===== config.mk =====
export PLATFORM = sky130hd
export DESIGN_NAME = uart_word_serializer_flat
export DESIGN_NICKNAME = d
export VERILOG_FILES = /design/src/rtl/uart_word_serializer_if.sv /design/src/rtl/uart_word_serializer.sv /design/src/flat_wrapper.sv
export SDC_FILE = /design/constraint.sdc
export NUM_CORES = 1
export LEC_CHECK = 0
export CAP_MARGIN = 20
export CORE_ASPECT_RATIO = 1.2
export CORE_UTILIZATION = 40
export DETAILED_ROUTE_END_ITERATION = 16
export GPL_TIMING_DRIVEN = 0
export SETUP_SLACK_MARGIN = 0.4
export SLEW_MARGIN = 25
export SYNTH_ARGS = -nofsm -noshare
export SYNTH_HDL_FRONTEND = slang
export SYNTH_SLANG_ARGS = --single-unit

===== constraint.sdc =====
create_clock -name iClock -period 3.3 [get_ports iClock]
set_input_delay 0.99 -clock iClock [delete_from_list [all_inputs] [get_ports iClock]]
set_output_delay 0.99 -clock iClock [all_outputs]
set_load 0.005 [all_outputs]

===== src/rtl/uart_word_serializer_if.sv =====
// Handshake bundle between a 32-bit word producer, the word serializer and the
// byte-wide UART transmitter.
interface uart_word_serializer_if #(
    parameter int WORD_W = 32,
    parameter int BYTE_W = 8
);
    logic [WORD_W-1:0] iWord;
    logic              iWordValid;
    logic              oWordReady;
    logic [BYTE_W-1:0] oTxByte;
    logic              oTxStart;
    logic              iTxDone;
    logic              oWordDone;
    logic              oBusy;

    modport master (
        output iWord, iWordValid, iTxDone,
        input  oWordReady, oTxByte, oTxStart, oWordDone, oBusy
    );

    modport slave (
        input  iWord, iWordValid, iTxDone,
        output oWordReady, oTxByte, oTxStart, oWordDone, oBusy
    );
endinterface


===== src/rtl/uart_word_serializer.sv =====
// Splits 32-bit words into bytes (MSB first) for the UART transmitter, with a
// one-word holding register so the next word can queue during serialization.
module uart_word_serializer #(
    parameter int WORD_W = 32,
    parameter int BYTE_W = 8
) (
    input  logic                  iClock,
    input  logic                  iReset,
    uart_word_serializer_if.slave bus
);
    typedef enum logic [1:0] {
        IDLE  = 2'd0,
        START = 2'd1,
        WAIT  = 2'd2
    } state_t;

    state_t            state;
    logic [WORD_W-1:0] hold;
    logic [WORD_W-1:0] sh;
    logic              holdValid;
    logic [1:0]        cnt;
    logic              txStart;
    logic              wordDone;
    logic              accept;

    assign accept = bus.iWordValid && !holdValid;

    // Accept and load are mutually exclusive: accept needs holdValid low,
    // load needs it high, so both can safely live in one block.
    always_ff @(posedge iClock or negedge iReset) begin
        if (!iReset) begin
            state     <= IDLE;
            hold      <= '0;
            sh        <= '0;
            holdValid <= 1'b0;
            cnt       <= 2'd0;
            txStart   <= 1'b0;
            wordDone  <= 1'b0;
        end else begin
            txStart  <= 1'b0;
            wordDone <= 1'b0;
            if (accept) begin
                hold      <= bus.iWord;
                holdValid <= 1'b1;
            end
            case (state)
                IDLE: begin
                    if (holdValid) begin
                        sh        <= hold;
                        holdValid <= 1'b0;
                        cnt       <= 2'd0;
                        state     <= START;
                        txStart   <= 1'b1;
                    end
                end
                START: begin
                    state <= WAIT;
                end
                WAIT: begin
                    if (bus.iTxDone) begin
                        if (cnt == 2'd3) begin
                            state    <= IDLE;
                            wordDone <= 1'b1;
                        end else begin
                            sh      <= sh << BYTE_W;
                            cnt     <= cnt + 2'd1;
                            state   <= START;
                            txStart <= 1'b1;
                        end
                    end
                end
                default: begin
                    state <= IDLE;
                end
            endcase
        end
    end

    assign bus.oWordReady = !holdValid;
    assign bus.oTxByte    = sh[WORD_W-1 -: BYTE_W];
    assign bus.oTxStart   = txStart;
    assign bus.oWordDone  = wordDone;
    assign bus.oBusy      = holdValid || (state != IDLE);
endmodule


===== src/flat_wrapper.sv =====
// flat-port wrapper written by rule: the top's interface ports become plain ports
module uart_word_serializer_flat 
#(
    parameter int WORD_W = 32,
    parameter int BYTE_W = 8
)
  (iClock, iReset, bus_iWord, bus_iWordValid, bus_iTxDone, bus_oWordReady, bus_oTxByte, bus_oTxStart, bus_oWordDone, bus_oBusy);
  uart_word_serializer_if #(.WORD_W(WORD_W), .BYTE_W(BYTE_W)) bus_i ();
  input  logic iClock;
  input  logic iReset;
  input wire logic [$bits(bus_i.iWord)-1:0] bus_iWord;
  input wire logic [$bits(bus_i.iWordValid)-1:0] bus_iWordValid;
  input wire logic [$bits(bus_i.iTxDone)-1:0] bus_iTxDone;
  output wire logic [$bits(bus_i.oWordReady)-1:0] bus_oWordReady;
  output wire logic [$bits(bus_i.oTxByte)-1:0] bus_oTxByte;
  output wire logic [$bits(bus_i.oTxStart)-1:0] bus_oTxStart;
  output wire logic [$bits(bus_i.oWordDone)-1:0] bus_oWordDone;
  output wire logic [$bits(bus_i.oBusy)-1:0] bus_oBusy;
  assign bus_i.iWord = bus_iWord;
  assign bus_i.iWordValid = bus_iWordValid;
  assign bus_i.iTxDone = bus_iTxDone;
  assign bus_oWordReady = bus_i.oWordReady;
  assign bus_oTxByte = bus_i.oTxByte;
  assign bus_oTxStart = bus_i.oTxStart;
  assign bus_oWordDone = bus_i.oWordDone;
  assign bus_oBusy = bus_i.oBusy;
  uart_word_serializer #(.WORD_W(WORD_W), .BYTE_W(BYTE_W)) u_core (.iClock(iClock), .iReset(iReset), .bus(bus_i));
endmodule

Word level (Yosys, flattened, before mapping) --
Index checks and enable logic that the tools add are counted.
Word-level totals: latch bits 0, word-level logic and storage cells 44, register bits 71, RAM bits 0, memories kept 0, ROM bits 0, output and inout bits 12
Cells by class: divide/modulo/power cells 0, bitwise operators 0, reduce and logical (&&, ||, !) cells 8, mux-type cells 22, $mul 0, $add $sub $neg 1, magnitude comparators 0, shift-type cells 0, equal/unequal tests 6
Operators with widths (count):
- 32-bit 2-to-1 mux | 3
- 32-bit one-hot mux with 2 select lines | 1
- 1-bit 2-to-1 mux | 10
- 2-bit 2-to-1 mux | 5
- 2-bit one-hot mux with 3 select lines | 1
- 2-bit == test (second input constant) | 2
- 2-bit != test (second input constant) | 2
- 2-bit one-hot mux with 2 select lines | 1
- 4-bit AND reduction | 1
- 2-bit nonzero test | 2
- 2-bit by 1-bit adder with 2-bit output (second input constant) | 1
- 2-bit by 1-bit == test with 1-bit output (second input constant) | 1
- 2-bit logical NOT | 1
- 2-bit by 1-bit != test with 1-bit output (second input constant) | 1
- 1-bit one-hot mux with 2 select lines | 1
- 2-bit AND reduction | 1
- 1-bit logical AND | 1
- 1-bit logical NOT | 1
- 1-bit logical OR | 1

Logic depth before layout (Yosys ltp) --
Gate-level depths: netlist of the first run.
depth after elaboration 5, depth in mapped cells 6, depth with buffers taken out 4

Worst setup path after synthesis of the first run --
Ideal clock, no wire load.
path kind input to register, start point in bus_iTxDone, end point reg u_core.sh[10], setup time 0.125 ns, stages on the path 4, slack 1.293 ns, arrival 1.882 ns, cell sequence nand3b_1 -> a21oi_4 -> buf_6 -> mux2_2
On the way: longest elaborated chain between the ends 2
RTL lines:
- start: declaration | RTL line flat_wrapper.sv:13 | input wire logic [$bits(bus_i.iTxDone)-1:0] bus_iTxDone;
- 2-bit != test (no line)
- 4-bit AND reduction (no line)
- end signal: assignment | RTL line uart_word_serializer.sv:49 | sh <= hold;
- end signal: assignment | RTL line uart_word_serializer.sv:65 | sh <= sh << BYTE_W;
- end: declaration | RTL line uart_word_serializer.sv:19 | logic [WORD_W-1:0] sh;
No other way between the ends. A chain may end at the register's enable or synchronous reset.

Worst setup path in the final report of the first run --
start point reg u_core.state[0], end point out bus_oBusy
On the way: longest elaborated chain between the ends 2
RTL lines:
- start: declaration | RTL line uart_word_serializer.sv:17 | state_t state;
- start signal: assignment | RTL line uart_word_serializer.sv:32 | state <= IDLE;
- start signal: assignment | RTL line uart_word_serializer.sv:52 | state <= START;
- start signal: assignment | RTL line uart_word_serializer.sv:57 | state <= WAIT;
- 2-bit nonzero test | RTL line uart_word_serializer.sv:83 | assign bus.oBusy = holdValid || (state != IDLE);
- 1-bit logical OR | RTL line uart_word_serializer.sv:83
- end: declaration | RTL line flat_wrapper.sv:18 | output wire logic [$bits(bus_i.oBusy)-1:0] bus_oBusy;
No other way between the ends.

==> impl_summary.log, run 1 <==
[metrics] status: finished, violations left
[metrics] failing checks: DRC
[metrics] launch point of the worst path: u_core.state[0]
[metrics] path type of the worst setup path: flip-flop to primary output
[metrics] post-CTS resize count: 0
[metrics] slew of the pin with the lowest slew margin: 0.5122 ns
[metrics] per-cell routed wire length: 14.51 um
[metrics] flip-flop and latch count after synthesis: 71
[metrics] final setup violation count: 0
[metrics] clock transition at the register clock pins on the worst setup and hold paths after CTS: 0.07 ns
[metrics] detailed-routing iteration count for the pre-antenna-repair pass: 12
[metrics] Final Cycle Share: 0.7943
[metrics] number of global-route vias before repair: 1821
[metrics] largest net degree at the start of global routing: 53
[metrics] final estimated routing congestion in global placement: 0.6732
[metrics] number of diodes added for antenna fixing: 0
[metrics] cell with the largest stage delay on the worst path: clkdlybuf4s50_1
[metrics] global-route wire length before repair: 8.963 mm
[metrics] ratio of total power to cell area: 1021 nW/um^2
[metrics] nets in the synthesized netlist: 255
[metrics] total number of clock tree sinks: 71
[metrics] cell at the root of the clock tree: clkbuf_8
[metrics] delay contributed by the slowest stage of the critical path: 0.44 ns
[metrics] setup repair after global routing missed its margin: no
[metrics] detailed-route vias per instance: 4.780
[metrics] reg2reg start: u_core.cnt[0]
[metrics] Setup crit end kind: primary output
[metrics] instance count of the mapped netlist: 217
[metrics] remaining global-route overflow: 0
[metrics] count of port buffers added during placement: 47
[metrics] end point of the critical path: bus_oBusy
[metrics] Placeable Area: 7839 sq um
[metrics] number of H-tree levels: 3
[metrics] Area Overhead vs Synth: 24.94%
[metrics] num rows: 35
[metrics] cell accounting for the most synthesized area: dfrtp_1
[metrics] maximum clock skew at final layout: 0.007217 ns
[metrics] Crit Path Max Fanout: 8
[metrics] slew margin rel.: 0.6585
[metrics] Hold Path Cell Cnt: 1
[metrics] Lkg Pwr: 1.865 nW
[metrics] mean instance size in the synthesized netlist: 15.19 sq um
[metrics] worst min path class: flip-flop to flip-flop
[metrics] violation count after the first detailed-route iteration: 108
[metrics] starting density of the core: 0.4204
[metrics] time the worst path needs with I/O delays and setup: 2.621 ns
[metrics] share of the synthesized area in the top cell type: 0.5391
[metrics] worst vdd rail ir drop: 372.3 uV
[metrics] half-perimeter wire length after detailed placement: 3.767 mm
[metrics] number of remaining DRC errors: 6
[metrics] kind of start point of the critical path: flip-flop
[metrics] total wire length after detailed routing: 5.399 mm
[metrics] number of inserted filler cells in the final layout: 674
[metrics] buffers inserted during post-CTS setup optimization: 0
[metrics] Register-to-Register Setup Slack: 1.45 ns
[metrics] I/O pin total: 48
[metrics] insertion delay to the later sink of the worst-skew pair: 0.34 ns
[metrics] cells on worst reg2reg path: 5
[metrics] worst-case clock buffer depth: 2
[metrics] destination of the worst register-to-register timing path: u_core.sh[11]
[metrics] area of the mapped netlist: 3296 sq um
[metrics] Seq/Total Area, Yosys: 0.5391
[metrics] GR Util All Layers: 0.1430
[metrics] post-route ant nets: 0
[metrics] Nets: 314
[metrics] number of synthesis warnings: 0
[metrics] clock buffer count from CTS: 9
[metrics] Placed Cells: 357
[metrics] horizontal die dimension: 84.86 um
[metrics] Cell variety after synth: 26
[metrics] clock tree from TritonCTS: done
[metrics] max-cap violations: 0
[metrics] Post-Route Setup TNS: 0 ns
[metrics] number of vias in the routed layout: 1778
[metrics] Die Footprint: 8608 sq um
[metrics] Synth area leaders: dfrtp_1 54%, mux2_4 16%, mux2_2 15%
[metrics] Reg area: 1777 sq um
[metrics] Slew Viols, Final: 0
[metrics] number of non-filler instances in the completed layout: 372
[metrics] area of combinational cells with multiple inputs: 1308 sq um
[metrics] number of hold-slack violations in the final timing report: 0
[metrics] chip height: 101.4 um
[metrics] arrival time at the worst endpoint: 1.63 ns
[metrics] initial antenna violation count: 0
[metrics] proportion of layout cells with a drive suffix above 1: 0.4107
[metrics] maximum achievable frequency: 0.3815 GHz
[metrics] CP required: 2.31 ns
[metrics] CTS Hold Buffers Added: 0
[metrics] cells traversed along the worst timing path: buf_6, or3_1, clkdlybuf4s50_1
[cells in the mapped netlist]
cell type and n:
or3_1 1, buf_6 5, clkbuf_1 2, nor2b_4 1, nor2_1 1, mux2_2 43, dfrtp_1 71, buf_8 1
nand3b_1 2, o21ai_0 1, a21oi_1 2, mux2i_1 9, mux2_1 2, a21oi_4 1, ha_1 2, o22a_1 1
buf_4 8, and3_1 1, buf_12 1, or2b_1 1, nand2_1 9, mux2_4 36, inv_1 10, buf_2 3
nor2b_1 1, nand2b_1 2
[kinds of logic after synthesis]
family	share of synthesized area
buffers and inverters	0.06416
and+or+nand+nor	0.03189
muxes	0.3451
AOI/OAI and AO/OA	0.01215
adders and majority gates	0.007592
DFF	0.5391
[how the worst min path moves through the flow]
| stage | startpoint | to | slack [ns] |
|---|---|---|---|
| 2_1_floorplan | u_core.hold[1] | u_core.hold[1] | 0.46 |
| 3_3_place_gp | u_core.hold[2] | u_core.hold[2] | 0.47 |
| 3_5_place_dp | u_core.hold[2] | u_core.hold[2] | 0.47 |
| 4_1_cts | u_core.hold[2] | u_core.hold[2] | 0.49 |
| 5_1_grt | iReset | u_core.hold[0] | 0.52 |
| 6_report | u_core.hold[1] | u_core.hold[1] | 0.49 |
[state kept, by name (all words and copies together), names as in the netlist]
signal                count
u_core.bus.oTxStart       1
u_core.bus.oWordDone      1
u_core.cnt                2
u_core.hold              32
u_core.holdValid          1
u_core.sh                32
u_core.state              2
[placed cells by master (no fill, tap or decap)]
cell,count
bufinv_16,2
nor2b_4,1
buf_8,1
buf_16,1
nand3b_1,2
and3_1,1
clkbuf_1,3
mux2_4,36
clkinv_2,2
buf_2,3
mux2i_1,9
nor2b_1,1
clkbuf_8,10
inv_1,10
buf_6,5
o22a_1,1
dfrtp_1,71
o21ai_0,1
or2b_1,1
ha_1,2
clkdlybuf4s50_1,46
nand2b_1,2
or3_1,1
a21oi_1,2
a21oi_4,1
buf_4,9
mux2_1,2
mux2_2,43
nand2_1,9
buf_12,1
nor2_1,1
[stage by stage]
stage / area, sq um / hold slack [ns] / setup slack, ns / total power [mW] / util
finish: 4118 / 0.4896 / 0.6790 / 4.204 / 0.5253
global route: 4118 / 0.5189 / 0.6060 / 4.487 / 0.5253
CTS: 4118 / 0.4903 / 0.6588 / 4.275 / 0.5253
detailed placement: 3906 / 0.4745 / 0.5775 / 3.517 / 0.4983
global placement: 3881 / 0.4708 / -1.276 / 3.474 / 0.4951
floorplan: 3296 / 0.4580 / 1.293 / 3.047 / -
[power breakdown]
group / leakage, nW / internal (mW) / total (mW) / switching (mW)
Sequential: 0.845 / 1.32 / 1.56 / 0.242
Clock: 0.109 / 0.440 / 0.748 / 0.308
Combinational: 0.911 / 1.28 / 1.89 / 0.615
Total: 1.86 / 3.04 / 4.20 / 1.16
[critical path, delay by kind of cell (launching register included)]
family,cells,cell delay (ns)
flops,1,0.37
simple gates,1,0.33
buf+inv,2,0.58
[metal layers]
layer,share of wire,track usage,vias up
li1,-,-,857
met1,0.46,0.1785,873
met2,0.47,0.2270,37
met3,0.039,0.03178,11
met4,0.028,0.08996,0
met5,0,0,-
[final cells by class]
class | instances | area share
tap | 92 | 0.02795
clock inverter | 4 | 0.01702
sequential | 71 | 0.4315
buffer | 20 | 0.04224
timing repair buffer | 48 | 0.1203
multi-input combinational | 116 | 0.3175
clock buffer | 11 | 0.03434
inverter | 10 | 0.009116
No activity file was read; power rests on OpenSTA's default activity.
==> run 2, diff against run 1 <==
Clock period 3.3 ns to 2.4 ns, I/O delays scaled along.
==> run 2 against run 1 <==
  * The run still ends with DRC left
  * Die area unchanged
  * First-iteration DRC count shrank 4.6%
  * Worst hold slack lost 0.24 ns
  * Highest routed layer unchanged
  * Sequential share of layout area decreased by 0.92 points
  * Sequential power rose by 37%
  * Register-to-register slack worse by 0.87 ns
==> impl_summary.log, run 2 (synthesis gave the netlist of run 1 again) <==
[metrics] status: finished, violations left
[metrics] failing checks: DRC
[metrics] final setup violation count: 0 (unchanged)
[metrics] Placeable Area: 7839 sq um (unchanged)
[metrics] global routing's busiest layer: met2
[metrics] Crit Path Max Fanout: 2 (-6)
[metrics] number of diodes added for antenna fixing: 0 (unchanged)
[metrics] post-placement worst setup slack: -0.05253 ns (-0.6300 ns)
[metrics] part of the power in registers: 0.362 (-0.010)
[metrics] number of vias in the routed layout: 1825 (+2.6%)
[metrics] Die Footprint: 8608 sq um (unchanged)
[metrics] DP Area: 3906 sq um (unchanged)
[metrics] num rows: 35 (unchanged)
[metrics] setup repair after global routing missed its margin: yes
[metrics] number of hold-slack violations in the final timing report: 0 (unchanged)
[metrics] most frequent cells in the layout: 70 x dfrtp_1, 43 x mux2_2, 36 x mux2_4, 35 x clkdlybuf4s50_1, 19 x buf_4
[metrics] switching fraction of total power: 0.2763 (-0.0007177)
[metrics] CP required: 1.68 ns (-0.63 ns)
[metrics] clock tree from TritonCTS: done
[metrics] clock transition at the register clock pins on the worst setup and hold paths after CTS: 0.08 ns (about the same)
[metrics] maximum achievable frequency: 0.5001 GHz
[metrics] insertion delay to the later sink of the worst-skew pair: 0.34 ns (about the same)
[metrics] global-route wire length before repair: 9.087 mm (+1.4%)
[metrics] worst vdd rail ir drop: 520.0 uV (+40%)
[metrics] slew margin rel.: 0.6795 (+0.02097)
[metrics] clock buffer count from CTS: 9 (unchanged)
[metrics] number of global-route vias before repair: 1871 (+2.7%)
[metrics] violation count after the first detailed-route iteration: 103 (-4.6%)
[metrics] half-perimeter wire length after detailed placement: 3.767 mm (unchanged)
[metrics] GR met1 Demand/Resource: 0.1796 (+0.001047)
[metrics] Placed Cells: 357 (unchanged)
[metrics] final cell area excluding filler cells: 4210 sq um (+2.2%)
[metrics] Setup crit end kind: primary output
[metrics] registers with the highest flip-flop counts: u_core.hold: 32 flops, u_core.sh: 32 flops
[metrics] Gate power share: 0.464 (+0.014)
[metrics] arrival time at the worst endpoint: 1.28 ns (-0.35 ns)
[metrics] per-cell routed wire length: 14.37 um (-0.98%)
[metrics] chip height: 101.4 um (unchanged)
[metrics] proportion of layout cells with a drive suffix above 1: 0.4414 (+0.03067)
[metrics] worst-case clock buffer depth: 2 (unchanged)
[metrics] power spent charging and discharging nets: 1.632 mW (+40%)
[metrics] horizontal die dimension: 84.86 um (unchanged)
[metrics] number of H-tree levels: 3 (unchanged)
[metrics] Nets: 324 (+3.2%)
[metrics] number of non-filler instances in the completed layout: 382 (+2.7%)
[metrics] GR Util All Layers: 0.1449 (+0.001937)
[metrics] total wire length after detailed routing: 5.490 mm (+1.7%)
[metrics] total number of clock tree sinks: 71 (unchanged)
[metrics] detailed-route vias per instance: 4.777 (about the same)
[metrics] worst min path class: input port to asynchronous set/reset pin
[metrics] initial antenna violation count: 0 (unchanged)
[metrics] Lkg Pwr: 1.946 nW (+4.3%)
[metrics] slew of the pin with the lowest slew margin: 0.4808 ns (-0.03145 ns)
[metrics] detailed-routing iteration count for the pre-antenna-repair pass: 13 (+1)
[metrics] Slew Viols, Final: 0 (unchanged)
[metrics] starting density of the core: 0.4204 (unchanged)
[metrics] Register-to-Register Setup Slack: 0.58 ns (-0.87 ns)
[metrics] post-route ant nets: 0 (unchanged)
[metrics] kind of start point of the critical path: flip-flop
[metrics] time the worst path needs with I/O delays and setup: 2.000 ns
[metrics] largest net degree at the start of global routing: 53 (unchanged)
[metrics] internal power component: 4.274 mW (+41%)
[metrics] number of remaining DRC errors: 7 (+1)
[metrics] maximum clock skew at final layout: 0.007975 ns (+0.0007581 ns)
[metrics] path type of the worst setup path: flip-flop to primary output
[metrics] I/O pin total: 48 (unchanged)
[metrics] worst hold margin: 0.2510 ns (-0.2386 ns)
[metrics] final estimated routing congestion in global placement: 0.6732 (unchanged)
[metrics] cell at the root of the clock tree: clkbuf_8
[metrics] Post-Route Setup TNS: 0 ns (unchanged)
[metrics] Final Cycle Share: 0.8332
[metrics] ratio of total power to cell area: 1403 nW/um^2 (+37%)
[metrics] CTS Hold Buffers Added: 0 (unchanged)
[metrics] global routing met3 resource utilization: 0.03178 (unchanged)
[metrics] Area Overhead vs Synth: 27.75%
[metrics] remaining global-route overflow: 0 (unchanged)
[metrics] number of inserted filler cells in the final layout: 678 (+0.59%)
[metrics] most common cell after layout, fill and taps aside: dfrtp_1
[metrics] clock network power share: 0.174 (-0.004)
[metrics] met2 usage: 0.2326 (+0.005629)
[metrics] count of port buffers added during placement: 47 (unchanged)
[metrics] final worst setup slack: 0.4003 ns (-0.2787 ns)
[metrics] max-cap violations: 0 (unchanged)
[run 2: timing repair]
item	CTS	global route
setup endpoints to repair	61	32
resized for setup	15	6
buffers inserted	9	0
cloned	0	1
pin swaps	1	2
[run 2: through the flow]
stage,util,power [mW]
after floorplan,-,4.189
after global placement,0.4951,4.777
after detailed placement,0.4983,4.836
after CTS,0.5323,5.932
after global routing,0.5371,6.313
final,0.5371,5.905
[run 2: power groups by stage]
stage	sequential (mW)	combinational [mW]	clock, mW
global placement	2.17	2.60	0
global route	2.23	2.97	1.11
floorplan	2.06	2.13	0
CTS	2.15	2.73	1.06
finish	2.14	2.74	1.03
detailed placement	2.19	2.65	0
[run 2: area by class of cell]
class / instances / area, sq um / area share
plain buffers: 20 / 186.4 / 0.04428
clock buffers: 11 / 141.4 / 0.03358
clock inverters: 4 / 70.07 / 0.01664
inverters: 10 / 37.54 / 0.008915
multi-input cells: 116 / 1308 / 0.3105
flip-flops and latches: 71 / 1778 / 0.4223
well taps: 92 / 115.1 / 0.02734
repair buffers: 58 / 574.3 / 0.1364
[run 2: metal layers]
| layer | wire (um) | up-vias |
|---|---|---|
| li1 | - | 879 |
| met1 | 2538 | 900 |
| met2 | 2624 | 35 |
| met3 | 183 | 11 |
| met4 | 144 | 0 |
| met5 | 0 | - |
[run 2: worst paths after layout]
kind | cells past startpoint | endpoint | start
worst max-delay path | 3 | bus_oBusy | u_core.state[0]
worst min-delay path | 1 | u_core.hold[0] | iReset
worst max register to register | 5 | u_core.sh[23] | u_core.cnt[0]
worst min register to register | 1 | u_core.hold[1] | u_core.hold[1]
max in group asynchronous | 2 | u_core.hold[21] | iReset
min in group iClock | 1 | u_core.hold[1] | u_core.hold[1]
[run 2: worst max-delay path: stages, from the launching register on]
cell	delay (ns)
dfrtp_1	0.37
buf_6	0.11
or3_1	0.32
buf_2	0.13
